File: config.mk
export PLATFORM = sky130hd
export DESIGN_NAME = ikaopm_timinggen_flat
export DESIGN_NICKNAME = d
export VERILOG_FILES = /design/src/rtl/ikaopm_timinggen_pkg.sv /design/src/rtl/ikaopm_timinggen_if.sv /design/src/rtl/ikaopm_timinggen_phi1_cengen.sv /design/src/rtl/ikaopm_timinggen.sv /design/src/flat_wrapper.sv
export SDC_FILE = /design/constraint.sdc
export NUM_CORES = 1
export LEC_CHECK = 0
export CORE_AREA = 2 2 39 41
export CTS_CLUSTER_DIAMETER = 100
export CTS_CLUSTER_SIZE = 30
export DETAILED_ROUTE_END_ITERATION = 16
export DIE_AREA = 0 0 41 43
export HOLD_SLACK_MARGIN = 0.05
export PLACE_DENSITY = 0.7
export SLEW_MARGIN = 10
export SYNTH_ARGS = -nofsm -noshare
export SYNTH_HDL_FRONTEND = slang
export SYNTH_SLANG_ARGS = --single-unit
File: constraint.sdc
create_clock -name i_EMUCLK -period 2.42 [get_ports i_EMUCLK]
set_input_delay 0.484 -clock i_EMUCLK [delete_from_list [all_inputs] [get_ports i_EMUCLK]]
set_output_delay 0.484 -clock i_EMUCLK [all_outputs]
set_load 0.02 [all_outputs]
File: src/rtl/ikaopm_timinggen_pkg.sv
// ---------------------------------------------------------------------------
// ikaopm_timing_pkg
// Shared timing constants and types for the OPM timing generator and the
// blocks that consume its slot counter.
//   SLOTS_DEFAULT : operator slots per frame
//   SLOT_W        : width of the slot counter for the default frame length
//   CYC_00/CYC_31 : slot numbers of the first and last slot of a frame
//   slot_t        : slot counter type for the default frame length
// ---------------------------------------------------------------------------
package ikaopm_timing_pkg;

    localparam int SLOTS_DEFAULT = 32;
    localparam int SLOT_W        = $clog2(SLOTS_DEFAULT);
    localparam int CYC_00        = 0;
    localparam int CYC_31        = 31;

    typedef logic [SLOT_W-1:0] slot_t;

endpackage

File: src/rtl/ikaopm_timinggen_if.sv
// ---------------------------------------------------------------------------
// ikaopm_timinggen_if
// Bundle of timing outputs fanned out from the timing generator to the rest
// of the OPM core.
//   master : driven by ikaopm_timinggen
//   slave  : consumed by counters, delay lines and latches
// Signals: o_phi1_PCEN_n, o_phi1_NCEN_n, o_IC_n, o_SLOTCNTR, o_CYCLE_00,
//          o_CYCLE_31, o_SR_CNTRRST, o_FRAME_TICK and, when
//          IKAOPM_TIMINGGEN_DEBUG_EN is defined, o_DBG_FRAMECNTR.
// ---------------------------------------------------------------------------
interface ikaopm_timinggen_if
    import ikaopm_timing_pkg::*;
#(
    parameter int SLOT_W_P = SLOT_W
) ();

    logic                o_phi1_PCEN_n;
    logic                o_phi1_NCEN_n;
    logic                o_IC_n;
    logic [SLOT_W_P-1:0] o_SLOTCNTR;
    logic                o_CYCLE_00;
    logic                o_CYCLE_31;
    logic                o_SR_CNTRRST;
    logic                o_FRAME_TICK;
`ifdef IKAOPM_TIMINGGEN_DEBUG_EN
    logic [15:0]         o_DBG_FRAMECNTR;
`endif

    modport master (
        output o_phi1_PCEN_n, o_phi1_NCEN_n, o_IC_n, o_SLOTCNTR,
               o_CYCLE_00, o_CYCLE_31, o_SR_CNTRRST, o_FRAME_TICK
`ifdef IKAOPM_TIMINGGEN_DEBUG_EN
        , output o_DBG_FRAMECNTR
`endif
    );

    modport slave (
        input  o_phi1_PCEN_n, o_phi1_NCEN_n, o_IC_n, o_SLOTCNTR,
               o_CYCLE_00, o_CYCLE_31, o_SR_CNTRRST, o_FRAME_TICK
`ifdef IKAOPM_TIMINGGEN_DEBUG_EN
        , input o_DBG_FRAMECNTR
`endif
    );

endinterface

File: src/rtl/ikaopm_timinggen_phi1_cengen.sv
// ---------------------------------------------------------------------------
// ikaopm_phi1_cengen
// Divides the phiM enable by two into phi1 and produces the phi1 rising and
// falling edge enables. Exactly one enable fires per phiM pulse.
//   i_EMUCLK       : master clock
//   i_RST_n        : synchronous active-low reset
//   i_phiM_PCEN_n  : active-low phiM enable, one EMUCLK wide
//   o_phi1_PCEN_n  : active-low phi1 rising-edge enable (combinational)
//   o_phi1_NCEN_n  : active-low phi1 falling-edge enable (combinational)
// ---------------------------------------------------------------------------
module ikaopm_phi1_cengen
    import ikaopm_timing_pkg::*;
(
    input  logic i_EMUCLK,
    input  logic i_RST_n,
    input  logic i_phiM_PCEN_n,
    output logic o_phi1_PCEN_n,
    output logic o_phi1_NCEN_n
);

    logic phi1_r;

    // phi1 toggles once per phiM enable
    always_ff @(posedge i_EMUCLK) begin
        if (!i_RST_n) begin
            phi1_r <= 1'b0;
        end else if (!i_phiM_PCEN_n) begin
            phi1_r <= ~phi1_r;
        end else begin
            phi1_r <= phi1_r;
        end
    end

    // Zero-latency enables: the phiM pulse that lifts phi1 is the rising
    // enable itself. Reset masks both so nothing downstream moves.
    assign o_phi1_PCEN_n = ~(i_RST_n & ~i_phiM_PCEN_n & ~phi1_r);
    assign o_phi1_NCEN_n = ~(i_RST_n & ~i_phiM_PCEN_n &  phi1_r);

endmodule

File: src/rtl/ikaopm_timinggen.sv
// ---------------------------------------------------------------------------
// ikaopm_timinggen
// Upstream timing stage of the OPM core: phi1 enables, IC_n synchroniser,
// slot counter, per-frame realignment tick and slot decodes.
//   i_EMUCLK      : sole clock
//   i_RST_n       : synchronous active-low reset
//   i_phiM_PCEN_n : active-low phiM enable
//   i_IC_n        : external initial clear, active low, asynchronous level
//   tim           : timing output bundle (ikaopm_timinggen_if.master)
// Optional: define IKAOPM_TIMINGGEN_DEBUG_EN to add the 16-bit frame counter
// tim.o_DBG_FRAMECNTR.
// ---------------------------------------------------------------------------
module ikaopm_timinggen
    import ikaopm_timing_pkg::*;
#(
    parameter int SLOTS          = SLOTS_DEFAULT,
    parameter int IC_SYNC_STAGES = 2,
    parameter int CNTRRST_SLOT   = 31
)
(
    input  logic                i_EMUCLK,
    input  logic                i_RST_n,
    input  logic                i_phiM_PCEN_n,
    input  logic                i_IC_n,
    ikaopm_timinggen_if.master  tim
);

    localparam int            SW         = $clog2(SLOTS);
    localparam logic [SW-1:0] SLOT_LAST  = SW'(SLOTS - 1);
    localparam logic [SW-1:0] SLOT_FIRST = SW'(CYC_00);
    localparam logic [SW-1:0] SLOT_CRST  = SW'(CNTRRST_SLOT);

    logic                      phi1_pcen_n_s;
    logic                      phi1_ncen_n_s;
    logic                      pcen_s;
    logic                      ic_s;
    logic                      slot_last_s;
    logic [IC_SYNC_STAGES-1:0] ic_sync_r;
    logic [SW-1:0]             slot_r;
    logic                      frame_tick_r;

    ikaopm_phi1_cengen u_cengen (
        .i_EMUCLK      (i_EMUCLK),
        .i_RST_n       (i_RST_n),
        .i_phiM_PCEN_n (i_phiM_PCEN_n),
        .o_phi1_PCEN_n (phi1_pcen_n_s),
        .o_phi1_NCEN_n (phi1_ncen_n_s)
    );

    assign pcen_s      = ~phi1_pcen_n_s;
    assign ic_s        = ic_sync_r[IC_SYNC_STAGES-1];
    assign slot_last_s = (slot_r == SLOT_LAST);

    // IC_n synchroniser, advanced at the phi1 rate
    always_ff @(posedge i_EMUCLK) begin
        if (!i_RST_n) begin
            ic_sync_r <= {IC_SYNC_STAGES{1'b0}};
        end else if (pcen_s) begin
            ic_sync_r[0] <= i_IC_n;
            for (int i = 1; i < IC_SYNC_STAGES; i++) begin
                ic_sync_r[i] <= ic_sync_r[i-1];
            end
        end else begin
            ic_sync_r <= ic_sync_r;
        end
    end

    // Slot counter and frame tick; an IC-forced return to slot 0 is not a
    // wrap, so it never raises the tick
    always_ff @(posedge i_EMUCLK) begin
        if (!i_RST_n) begin
            slot_r       <= {SW{1'b0}};
            frame_tick_r <= 1'b0;
        end else if (pcen_s) begin
            if (!ic_s) begin
                slot_r       <= {SW{1'b0}};
                frame_tick_r <= 1'b0;
            end else if (slot_last_s) begin
                slot_r       <= {SW{1'b0}};
                frame_tick_r <= 1'b1;
            end else begin
                slot_r       <= slot_r + SW'(1);
                frame_tick_r <= 1'b0;
            end
        end else begin
            slot_r       <= slot_r;
            frame_tick_r <= frame_tick_r;
        end
    end

`ifdef IKAOPM_TIMINGGEN_DEBUG_EN
    logic [15:0] dbg_framecntr_r;

    // Frame counter: steps on the same edge the frame tick rises
    always_ff @(posedge i_EMUCLK) begin
        if (!i_RST_n) begin
            dbg_framecntr_r <= 16'd0;
        end else if (!ic_s) begin
            dbg_framecntr_r <= 16'd0;
        end else if (pcen_s && slot_last_s) begin
            dbg_framecntr_r <= dbg_framecntr_r + 16'd1;
        end else begin
            dbg_framecntr_r <= dbg_framecntr_r;
        end
    end

    assign tim.o_DBG_FRAMECNTR = dbg_framecntr_r;
`endif

    assign tim.o_phi1_PCEN_n = phi1_pcen_n_s;
    assign tim.o_phi1_NCEN_n = phi1_ncen_n_s;
    assign tim.o_IC_n        = ic_s;
    assign tim.o_SLOTCNTR    = slot_r;
    assign tim.o_FRAME_TICK  = frame_tick_r;
    // Decodes come straight off the registered counter, so they hold for a
    // whole phi1 period
    assign tim.o_CYCLE_00    = (slot_r == SLOT_FIRST);
    assign tim.o_CYCLE_31    = slot_last_s;
    assign tim.o_SR_CNTRRST  = (slot_r == SLOT_CRST) & ic_s;

endmodule
File: src/flat_wrapper.sv
// flat-port wrapper written by rule: the top's interface ports become plain ports
module ikaopm_timinggen_flat import ikaopm_timing_pkg::*;
#(
    parameter int SLOTS          = SLOTS_DEFAULT,
    parameter int IC_SYNC_STAGES = 2,
    parameter int CNTRRST_SLOT   = 31
)
  (i_EMUCLK, i_RST_n, i_phiM_PCEN_n, i_IC_n, tim_o_phi1_PCEN_n, tim_o_phi1_NCEN_n, tim_o_IC_n, tim_o_SLOTCNTR, tim_o_CYCLE_00, tim_o_CYCLE_31, tim_o_SR_CNTRRST, tim_o_FRAME_TICK);
  ikaopm_timinggen_if tim_i ();
  input  logic i_EMUCLK;
  input  logic i_RST_n;
  input  logic i_phiM_PCEN_n;
  input  logic i_IC_n;
  output wire logic [$bits(tim_i.o_phi1_PCEN_n)-1:0] tim_o_phi1_PCEN_n;
  output wire logic [$bits(tim_i.o_phi1_NCEN_n)-1:0] tim_o_phi1_NCEN_n;
  output wire logic [$bits(tim_i.o_IC_n)-1:0] tim_o_IC_n;
  output wire logic [$bits(tim_i.o_SLOTCNTR)-1:0] tim_o_SLOTCNTR;
  output wire logic [$bits(tim_i.o_CYCLE_00)-1:0] tim_o_CYCLE_00;
  output wire logic [$bits(tim_i.o_CYCLE_31)-1:0] tim_o_CYCLE_31;
  output wire logic [$bits(tim_i.o_SR_CNTRRST)-1:0] tim_o_SR_CNTRRST;
  output wire logic [$bits(tim_i.o_FRAME_TICK)-1:0] tim_o_FRAME_TICK;
  assign tim_o_phi1_PCEN_n = tim_i.o_phi1_PCEN_n;
  assign tim_o_phi1_NCEN_n = tim_i.o_phi1_NCEN_n;
  assign tim_o_IC_n = tim_i.o_IC_n;
  assign tim_o_SLOTCNTR = tim_i.o_SLOTCNTR;
  assign tim_o_CYCLE_00 = tim_i.o_CYCLE_00;
  assign tim_o_CYCLE_31 = tim_i.o_CYCLE_31;
  assign tim_o_SR_CNTRRST = tim_i.o_SR_CNTRRST;
  assign tim_o_FRAME_TICK = tim_i.o_FRAME_TICK;
  ikaopm_timinggen #(.SLOTS(SLOTS), .IC_SYNC_STAGES(IC_SYNC_STAGES), .CNTRRST_SLOT(CNTRRST_SLOT)) u_core (.i_EMUCLK(i_EMUCLK), .i_RST_n(i_RST_n), .i_phiM_PCEN_n(i_phiM_PCEN_n), .i_IC_n(i_IC_n), .tim(tim_i));
endmodule
==> flow_metrics.env, run 1 <==
export IMPL_initial_core_util=0.3119
export IMPL_end_kind="output port"
export IMPL_grt_antenna_before_repair=0
export IMPL_die_area_sq_um=1763
export IMPL_clockBufferDepth=2
export IMPL_syn_nets=60
export IMPL_grt_pass1_wl_microns=1545
export IMPL_synth_edf_count=0
export IMPL_gp_congestion=0.6366
export IMPL_htree_levels=1
export IMPL_worstPathMaxFanout=5
export IMPL_tightest_slew_ns=0.2603
export IMPL_cts_root_buf="clkbuf_4"
export IMPL_holdWs_ns=0.4511
export IMPL_worstPathRequired_ns=1.94
export IMPL_nFillCells=131
export IMPL_hp_class="reg2reg"
export IMPL_period_minus_slack_ns=2.258
export IMPL_synth_seq_area_share=0.4174
export IMPL_ys_seq_elements=9
export IMPL_drt_iter0_markers=10
export IMPL_clock_fmax_mhz=442.8
export IMPL_port_buffers=15
export IMPL_seq_area_sq_um=180.2
export IMPL_ant_nets=0
export IMPL_cts_buffers=3
export IMPL_synth_cell_types=20
export IMPL_tritoncts="done"
export IMPL_pin_count=16
export IMPL_powerDensity_nw_per_um2=470.9
export IMPL_drt_first_pass_iters=2
export IMPL_dp_hpwl_microns=730.2
export IMPL_vias_per_cell=4.787
export IMPL_core_sq_um=1384
export IMPL_clk_insertion_delay_late_ns=0.26
export IMPL_fin_setup_tns_ns=0
export IMPL_grt_overflow=0
export IMPL_totalWireLength_microns=1007
export IMPL_postCtsSetupBuffers=0
export IMPL_vdd_drop_max_mv=0.2188
export IMPL_yosysTopAreaCellShare=0.4174
export IMPL_layout_cells_non_filler=89
export IMPL_drv_cap=0
export IMPL_path_class="reg2out"
export IMPL_min_period_over_period=0.9332
export IMPL_yosys_area_top_type="dfxtp_1"
export IMPL_postSynthAreaPerCell_sq_um=8.145
export IMPL_synthTopCellsByCount="11 x nand2_1, 9 x dfxtp_1, 7 x a21oi_1"
export IMPL_synth_warnings=0
export IMPL_slew_viol_final=0
export IMPL_synth_main_ff_cell="dfxtp_1"
export IMPL_drive_gt1_frac=0.08219
export IMPL_row_count=14
export IMPL_wire_per_inst_microns=11.31
export IMPL_rsz0062_at_grt="no"
export IMPL_nets=81
export IMPL_dieWidth_microns=41
export IMPL_synth_area_leaders="dfxtp_1 42%, nand2_1 9.6%, ha_1 8.7%"
export IMPL_clock_skew_final_ns=0.004297
export IMPL_syn_area_sq_um=431.7
export IMPL_setup_viol_count_final=0
export IMPL_clkSinkCount=9
export IMPL_grt_max_degree=9
export IMPL_critPathLaunchType="flop"
export IMPL_drc=0
export IMPL_status="complete, no violations"
export IMPL_synthesis_instances=53
export IMPL_grt_pass1_vias=367
export IMPL_fp_dieH_microns=43
export IMPL_fin_util=0.4629
export IMPL_synthMostInstantiatedCell="nand2_1"
export IMPL_multi_input_area_sq_um=236.5
export IMPL_leakage_nw=0.2604
export IMPL_placed_cells=85
export IMPL_synthArstFlopShare=0
export IMPL_arrival_ns=1.77
export IMPL_antenna_cells=0
export IMPL_clkTransAtPathRegs_ns=0.07
export IMPL_grt_use_total=0.1269
export IMPL_syn2layout_area_growth_pct=48.41
export IMPL_hold_viol=0
export IMPL_relSlewSlack=0.8263
export IMPL_num_vias=426
-- worst max-delay path, cell delays in order (launching register included) --
cell,delay (ns)
dfxtp_1,0.33
buf_4,0.15
inv_1,0.05
ha_1,0.13
nor4b_1,0.21
clkdlybuf4s50_1,0.65
-- cell families (layout without fill, tap and decap cells) --
| logic type | count (synthesis) | in the layout | share of synthesized area |
|---|---|---|---|
| adder cells (fa/ha/maj) | 3 | 3 | 0.08697 |
| buffers and inverters | 4 | 24 | 0.03477 |
| flip-flops | 9 | 9 | 0.4174 |
| AND/OR/NAND/NOR | 26 | 26 | 0.3305 |
| AO/OA/AOI/OAI | 11 | 11 | 0.1304 |
-- what timing repair did --
| item | 4_1_cts | 5_1_grt |
|---|---|---|
| endpoints found under the setup margin | 1 | 1 |
| hold buffers | 0 | 0 |
| resized for setup | 1 | 1 |
-- layout by cell type, fill, tap and decap left out --
cell type,count
clkdlybuf4s50_1,13
nand3b_1,1
or3_1,1
dlymetal6s2s_1,1
nor2_1,1
nand2_1,11
o21ai_0,3
a31oi_1,1
nor3b_1,1
a21oi_1,7
clkbuf_4,3
buf_4,2
or2_2,1
nand3_1,3
ha_1,3
dfxtp_1,9
and3_1,1
or3b_1,1
nor4b_1,1
nand4b_1,1
and2_1,2
dlygate4sd2_1,1
or4b_1,1
inv_1,3
clkbuf_1,1
-- routing by layer --
| layer | wire [microns] | vias up | global-route usage |
|---|---|---|---|
| met5 | 0 | - | 0 |
| met2 | 451 | 13 | 0.1875 |
| li1 | - | 227 | - |
| met3 | 55 | 0 | 0.03141 |
| met4 | 0 | 0 | 0.06000 |
| met1 | 500 | 186 | 0.1656 |
-- sequential cells by signal (all words and copies together), names as in the netlist --
signal	count
u_core.u_cengen.phi1_r	1
u_core.tim.o_FRAME_TICK	1
u_core.ic_sync_r	2
u_core.tim.o_SLOTCNTR	5
-- per-stage QoR --
step / power, mW / instance area, sq um / setup WS (ns)
detailed placement: 0.1864 / 613.1 / 0.1732
CTS: 0.3045 / 638.1 / 0.07554
finish: 0.3017 / 640.6 / 0.1617
global route: 0.3155 / 640.6 / 0.07111
global placement: 0.1865 / 613.1 / 0.1812
floorplan: 0.1710 / 431.7 / 0.2676
-- final cells by class --
cell class                      instances  area share
Clock buffer                            4     0.04102
Inverter                                3     0.01758
Multi-Input combinational cell         40      0.3691
Sequential cell                         9      0.2813
Tap cell                               16     0.03125
Timing Repair Buffer                   17      0.2598
-- final timing paths --
path                                          startpoint                  endpoint  slack [ns]  depth (start not counted)
worst max-delay path            u_core.tim.o_SLOTCNTR[0]            tim_o_CYCLE_00        0.16                          5
worst min-delay path                 u_core.ic_sync_r[0]       u_core.ic_sync_r[1]        0.45                          2
worst max register to register  u_core.tim.o_SLOTCNTR[1]  u_core.tim.o_SLOTCNTR[2]        0.32                          6
worst min register to register       u_core.ic_sync_r[0]       u_core.ic_sync_r[1]        0.45                          2
-- where the power goes --
part / switching [mW] / internal (mW) / total (mW)
clock network: 0.0550 / 0.0636 / 0.119
registers: 0.00300 / 0.151 / 0.154
logic: 0.0151 / 0.0140 / 0.0291
total: 0.0730 / 0.229 / 0.302
Power figures use the tool's default switching activity.
==> inputs of run 2 (changes only) <==
--- a/config.mk
+++ b/config.mk
@@ -5,13 +5,14 @@
 export SDC_FILE = /design/constraint.sdc
 export NUM_CORES = 1
 export LEC_CHECK = 0
+export ABC_AREA = 1
 export CORE_AREA = 2 2 39 41
 export CTS_CLUSTER_DIAMETER = 100
 export CTS_CLUSTER_SIZE = 30
 export DETAILED_ROUTE_END_ITERATION = 16
 export DIE_AREA = 0 0 41 43
 export HOLD_SLACK_MARGIN = 0.05
-export PLACE_DENSITY = 0.7
+export PLACE_DENSITY = 0.71
 export SLEW_MARGIN = 10
 export SYNTH_ARGS = -nofsm -noshare
 export SYNTH_HDL_FRONTEND = slang
==> run 2 against run 1 <==
  * Setup slack worse by 0.041 ns
  * Synthesized area grew 4.1%
  * Utilization grew 1.9 points
  * Global-route usage is 0.21 points higher
  * Cell count increased by 11%
  * Via count up 6.8%
  * Synthesized cell count up 15%
  * Combinational power is 120% higher
  * Power rose by 14%
  * Hold slack improved by 0.047 ns
  * Sequential share of layout area fell by 1.1 points
  * Critical path depth is the same
==> flow_metrics.env, run 2 <==
export IMPL_design_power_total_mw=0.3442
export IMPL_drc=0
export IMPL_synth_area_leaders="dfxtp_1 40%, nand2_1 9.2%, ha_1 8.4%"
export IMPL_wire_per_inst_microns=9.636
export IMPL_powerDensity_nw_per_um2=516.1
export IMPL_drive_gt1_frac=0.1446
export IMPL_end_kind="output port"
export IMPL_min_period_over_period=0.9500
export IMPL_nets=91
export IMPL_synthXorXnorAreaFrac=0
export IMPL_synth_seq_area_share=0.4011
export IMPL_synthArstFlopShare=0
export IMPL_syn2layout_area_growth_pct=48.47
export IMPL_drv_cap=0
export IMPL_synthSimpleGateAreaFrac=0.3036
export IMPL_critPathLaunchType="flop"
export IMPL_cts_buffers=3
export IMPL_setup_viol_count_final=0
export IMPL_syn_nets=68
export IMPL_status="complete, no violations"
export IMPL_clkTransAtPathRegs_ns=0.06
export IMPL_num_vias=455
export IMPL_fin_setup_tns_ns=0
export IMPL_clkSinkCount=9
export IMPL_grt_antenna_before_repair=0
export IMPL_worstPathMaxFanout=4
export IMPL_synth_mux_area_frac=0
export IMPL_final_common_cell="clkdlybuf4s50_1"
export IMPL_gp_congestion=0.7667
export IMPL_htree_levels=1
export IMPL_wl_met3_microns=53
export IMPL_arrival_ns=1.81
export IMPL_seq_area_sq_um=180.2
export IMPL_clock_skew_final_ns=0.003396
export IMPL_slowest_stage="clkdlybuf4s50_1"
export IMPL_synth_warnings=0
export IMPL_worstPathRequired_ns=1.94
export IMPL_postSynthAreaPerCell_sq_um=7.364
export IMPL_dieWidth_microns=41
export IMPL_path_class="reg2out"
export IMPL_synthTopCellsByCount="11 x nand2_1, 9 x dfxtp_1, 9 x inv_1"
export IMPL_period_minus_slack_ns=2.299
export IMPL_slew_viol_final=0
export IMPL_grt_pass1_vias=359
export IMPL_multi_input_area_sq_um=231.5
export IMPL_yosys_area_top_type="dfxtp_1"
export IMPL_dp_hpwl_microns=776
export IMPL_yosysTopAreaCellShare=0.4011
export IMPL_synthMostInstantiatedCell="nand2_1"
export IMPL_rsz0062_at_grt="no"
export IMPL_vias_per_cell=4.596
export IMPL_hold_viol=0
export IMPL_cts_root_buf="clkbuf_4"
export IMPL_syn_area_sq_um=449.2
export IMPL_routed_wl_met2_microns=416
export IMPL_fp_dieH_microns=43
export IMPL_port_buffers=15
export IMPL_holdWs_ns=0.4978
export IMPL_synth_main_ff_cell="dfxtp_1"
export IMPL_totalWireLength_microns=954
export IMPL_ys_seq_elements=9
export IMPL_nFillCells=142
export IMPL_path_cells="ha_1 > nand2_1 > nor2_1 > ha_1 > clkdlybuf4s50_1"
export IMPL_path_delay_family="buffers and inverters"
export IMPL_wl_met1_microns=467
export IMPL_synth_top_family_by_area="simple AND/OR/NAND/NOR gates"
export IMPL_relSlewSlack=0.8274
export IMPL_leakage_nw=0.2970
export IMPL_synth_cell_types=18
export IMPL_grt_max_degree=9
export IMPL_top_layer="met4"
export IMPL_tightest_slew_ns=0.2581
export IMPL_synth_edf_count=0
export IMPL_grt_overflow=0
export IMPL_tritoncts="done"
export IMPL_grt_use_total=0.1290
export IMPL_final_cell_mix="14 x clkdlybuf4s50_1, 11 x nand2_1, 9 x inv_1, 9 x dfxtp_1, 8 x nor2_1"
export IMPL_cp_common_cell="ha_1"
export IMPL_drt_iter0_markers=6
export IMPL_clock_fmax_mhz=435.0
export IMPL_pin_count=16
export IMPL_vdd_drop_max_mv=0.3233
export IMPL_worst_path_largest_cell_delay_ns=0.61
export IMPL_hp_class="reg2reg"
export IMPL_antenna_cells=0
export IMPL_largest_reg_flops=5
export IMPL_path_buf_inv=1
export IMPL_initial_core_util=0.3246
export IMPL_synthesis_instances=61
export IMPL_clockBufferDepth=2
export IMPL_clk_insertion_delay_late_ns=0.26
export IMPL_row_count=14
export IMPL_synth_compound_area_frac=0.1281
export IMPL_postCtsSetupBuffers=0
export IMPL_drt_first_pass_iters=2
export IMPL_ant_nets=0
export IMPL_core_sq_um=1384
export IMPL_die_area_sq_um=1763
export IMPL_grt_pass1_wl_microns=1497
export IMPL_synthAdderAreaFrac=0.08357
-- run 2: cell types whose count changed after synthesis, moves of 2 or more --
cell and change:
nand3_1 +3, inv_1 +6, a21oi_1 -6, and2_1 -2
nor2_1 +7
-- run 2: report_power, final --
| group | internal, mW | total [mW] | switching, mW | leakage (nW) |
|---|---|---|---|---|
| sequential | 0.155 | 0.162 | 0.00649 | 0.0736 |
| clock | 0.0637 | 0.118 | 0.0548 | 0.0150 |
| combinational | 0.0298 | 0.0640 | 0.0342 | 0.208 |
| total | 0.249 | 0.344 | 0.0955 | 0.297 |
-- run 2: path summary, 6_finish.rpt --
| path | from | endpoint | slack, ns | cells past startpoint |
|---|---|---|---|---|
| worst max-delay path | u_core.tim.o_SLOTCNTR[1] | tim_o_CYCLE_31 | 0.12 | 5 |
| worst min-delay path | u_core.ic_sync_r[0] | u_core.ic_sync_r[1] | 0.50 | 2 |
| worst max register to register | u_core.tim.o_SLOTCNTR[1] | u_core.tim.o_SLOTCNTR[2] | 1.02 | 9 |
| worst min register to register | u_core.ic_sync_r[0] | u_core.ic_sync_r[1] | 0.50 | 2 |
-- run 2: cells by family after synthesis --
family	Yosys count
and+or+nand+nor	30
buffers and inverters	10
AOI/OAI and AO/OA	9
DFF	9
adders and majority gates	3
-- run 2: per-layer routing --
| layer | global-route usage | vias up |
|---|---|---|
| li1 | - | 239 |
| met1 | 0.1629 | 200 |
| met2 | 0.1688 | 14 |
| met3 | 0.04712 | 2 |
| met4 | 0.1000 | 0 |
| met5 | 0 | - |
-- run 2: layout make-up --
| type | instances | share of cell area |
|---|---|---|
| Clock buffer | 4 | 0.03940 |
| Multi-Input combinational cell | 42 | 0.3471 |
| Inverter | 10 | 0.05629 |
| Sequential cell | 9 | 0.2702 |
| Tap cell | 16 | 0.03002 |
| Timing Repair Buffer | 18 | 0.2570 |
-- run 2: worst min-delay path, delay by kind of cell (launching register included) --
family | cells | cell delay [ns]
flip-flops | 1 | 0.33
AND/OR/NAND/NOR | 2 | 0.14
-- run 2: through the flow --
| stage | instance area (sq um) | instances | setup slack [ns] | utilization |
|---|---|---|---|---|
| 2_1_floorplan | 449.2 | 61 | 0.5430 | - |
| 3_3_place_gp | 641.9 | 95 | 0.1628 | 0.4638 |
| 3_5_place_dp | 641.9 | 95 | 0.1480 | 0.4638 |
| 4_1_cts | 666.9 | 99 | 0.1035 | 0.4819 |
| 5_1_grt | 666.9 | 99 | 0.0007860 | 0.4819 |
| 6_report | 666.9 | 99 | 0.1210 | 0.4819 |
-- run 2: repair_timing --
item / CTS / global route
setup endpoints to repair: 1 / 0
resized for setup: 1 / 0
hold buffers: 0 / 0
hold endpoints to repair: 0 / 0
==> inputs of run 3 (changes only) <==
--- a/config.mk
+++ b/config.mk
@@ -13,6 +13,7 @@
 export DIE_AREA = 0 0 41 43
 export HOLD_SLACK_MARGIN = 0.05
 export PLACE_DENSITY = 0.71
+export SETUP_SLACK_MARGIN = 0.3
 export SLEW_MARGIN = 10
 export SYNTH_ARGS = -nofsm -noshare
 export SYNTH_HDL_FRONTEND = slang
==> run 3 against run 2 <==
  * Utilization fell by 0.54 points
  * Clock skew is essentially flat
  * Count of clock-buffer cells in the layout unchanged
  * Register-to-register slack is essentially flat
  * First-iteration DRC count is the same
  * Critical path depth decreased by 1
  * Flip-flop and latch count is the same
  * Final area is 1.1% lower
==> flow_metrics.env, run 3 (synthesized netlist as in run 2, its figures left out) <==
export IMPL_drc=0
export IMPL_critPathLaunchType="input port"
export IMPL_placed_cells=95
export IMPL_pwr_share_seq=0.474
export IMPL_postCtsSetupBuffers=0
export IMPL_cts_buffers=3
export IMPL_reg2reg_to="u_core.tim.o_SLOTCNTR[2]"
export IMPL_dieWidth_microns=41
export IMPL_final_common_cell="nand2_1"
export IMPL_gp_congestion=0.7667
export IMPL_grt_pass1_vias=353
export IMPL_powerDensity_nw_per_um2=518.0
export IMPL_totalWireLength_microns=956
export IMPL_rsz0062_at_grt="no"
export IMPL_min_delay_start="u_core.ic_sync_r[0]"
export IMPL_htree_levels=1
export IMPL_die_area_sq_um=1763
export IMPL_path_buf_inv=2
export IMPL_arrival_ns=1.56
export IMPL_drt_first_pass_iters=2
export IMPL_tritoncts="done"
export IMPL_clk_insertion_delay_late_ns=0.26
export IMPL_clkPwrFrac=0.346
export IMPL_leakage_nw=0.2909
export IMPL_wire_per_inst_microns=9.657
export IMPL_worstPathRequired_ns=1.94
export IMPL_grt_overflow=0
export IMPL_end_kind="output port"
export IMPL_clkSinkCount=9
export IMPL_layout_cells_non_filler=99
export IMPL_clkTransAtPathRegs_ns=0.06
export IMPL_largest_reg_flops=5
export IMPL_port_buffers=15
export IMPL_nFillCells=142
export IMPL_fin_setup_tns_ns=0
export IMPL_initial_core_util=0.3246
export IMPL_hp_class="reg2reg"
export IMPL_holdPathStages=2
export IMPL_path_class="in2out"
export IMPL_clock_skew_final_ns=0.003174
export IMPL_setup_viol_count_final=0
export IMPL_path_cells="clkdlybuf4s50_1 > nor2_4 > nand2_2 > dlygate4sd2_1"
export IMPL_drv_cap=0
export IMPL_slew_viol_final=0
export IMPL_hold_viol=0
export IMPL_vias_per_cell=4.586
export IMPL_ant_nets=0
export IMPL_holdPathEnd="u_core.ic_sync_r[1]"
export IMPL_cts_root_buf="clkbuf_4"
export IMPL_pin_count=16
export IMPL_status="complete, no violations"
export IMPL_syn2layout_area_growth_pct=46.80
export IMPL_r2r_start="u_core.tim.o_SLOTCNTR[1]"
export IMPL_dp_hpwl_microns=776
export IMPL_reg2reg_depth=9
export IMPL_grt_antenna_before_repair=0
export IMPL_combinationalPowerShare=0.180
export IMPL_fp_dieH_microns=43
export IMPL_core_sq_um=1384
export IMPL_final_cell_mix="11 x nand2_1, 10 x clkdlybuf4s50_1, 9 x inv_1, 9 x dfxtp_1, 8 x nor2_1"
export IMPL_vdd_drop_max_mv=0.3231
export IMPL_swShare=0.2784
export IMPL_internal_power_mw=0.2465
export IMPL_drt_iter0_markers=6
export IMPL_drive_gt1_frac=0.1566
export IMPL_nets=91
export IMPL_num_vias=454
export IMPL_grt_max_degree=9
export IMPL_relSlewSlack=0.8288
export IMPL_r2r_slack_ns=1.02
export IMPL_row_count=14
export IMPL_tightest_slew_ns=0.2559
export IMPL_slowest_stage="clkdlybuf4s50_1"
export IMPL_path_delay_family="buffers and inverters"
export IMPL_worst_path_largest_cell_delay_ns=0.48
export IMPL_min_period_over_period=0.8442
export IMPL_grt_use_total=0.1280
export IMPL_clockBufferDepth=2
export IMPL_hold_buffers=0
export IMPL_worstPathMaxFanout=8
export IMPL_grt_pass1_wl_microns=1483
export IMPL_power_switching_mw=0.09510
export IMPL_period_minus_slack_ns=2.043
export IMPL_clock_fmax_mhz=489.5
export IMPL_antenna_cells=0
run 3: metal layers:
metal	global-route usage	part of all wire	vias up	wire [microns]
met5	0	0	-	0
met4	0.1000	0.017	0	16
met3	0.04712	0.062	2	59
met2	0.1688	0.44	14	419
met1	0.1596	0.48	199	461
li1	-	-	239	-
run 3: what timing repair did:
action,CTS,global route
pin swaps,0,0
resized for setup,5,3
endpoints found under the setup margin,5,2
run 3: how the worst max path moves through the flow:
stage,to,start,cells after the start
2_1_floorplan,tim_o_SR_CNTRRST,u_core.tim.o_SLOTCNTR[0],6
3_3_place_gp,tim_o_phi1_PCEN_n,i_phiM_PCEN_n,4
3_5_place_dp,tim_o_phi1_PCEN_n,i_phiM_PCEN_n,4
4_1_cts,tim_o_SR_CNTRRST,u_core.tim.o_SLOTCNTR[1],7
5_1_grt,tim_o_CYCLE_31,u_core.tim.o_SLOTCNTR[1],5
6_report,tim_o_phi1_PCEN_n,i_phiM_PCEN_n,4
run 3: power groups by stage:
stage               Clock, mW  Sequential (mW)  Combinational, mW
finish                  0.118            0.162             0.0615
detailed placement          0            0.165             0.0641
CTS                     0.120            0.161             0.0620
floorplan                   0            0.170             0.0272
global route            0.126            0.162             0.0668
global placement            0            0.165             0.0636
run 3: area by class of cell:
type | count | area (sq um) | area share
inverter | 10 | 37.54 | 0.05693
tap | 16 | 20.02 | 0.03036
multi-input combinational | 42 | 231.5 | 0.3510
timing repair buffer | 18 | 163.9 | 0.2486
sequential | 9 | 180.2 | 0.2732
clock buffer | 4 | 26.28 | 0.03985
run 3: through the flow:
stage	total power, mW	cell area (sq um)	util	hold slack, ns	setup WS (ns)
6_report	0.3416	659.4	0.4765	0.4978	0.3770
5_1_grt	0.3550	659.4	0.4765	0.5102	0.3025
4_1_cts	0.3434	661.9	0.4783	0.4935	0.2521
3_5_place_dp	0.2289	641.9	0.4638	0.4800	0.1480
3_3_place_gp	0.2283	641.9	0.4638	0.4667	0.1628
2_1_floorplan	0.1968	449.2	-	0.4495	0.5430
run 3: worst register-to-register path, delay by kind of cell (launching register included):
family | cells | cell delay (ns)
AO/OA/AOI/OAI | 2 | 0.26
adder cells (fa/ha/maj) | 2 | 0.41
buffers and inverters | 1 | 0.06
AND/OR/NAND/NOR | 4 | 0.26
flip-flops | 1 | 0.34
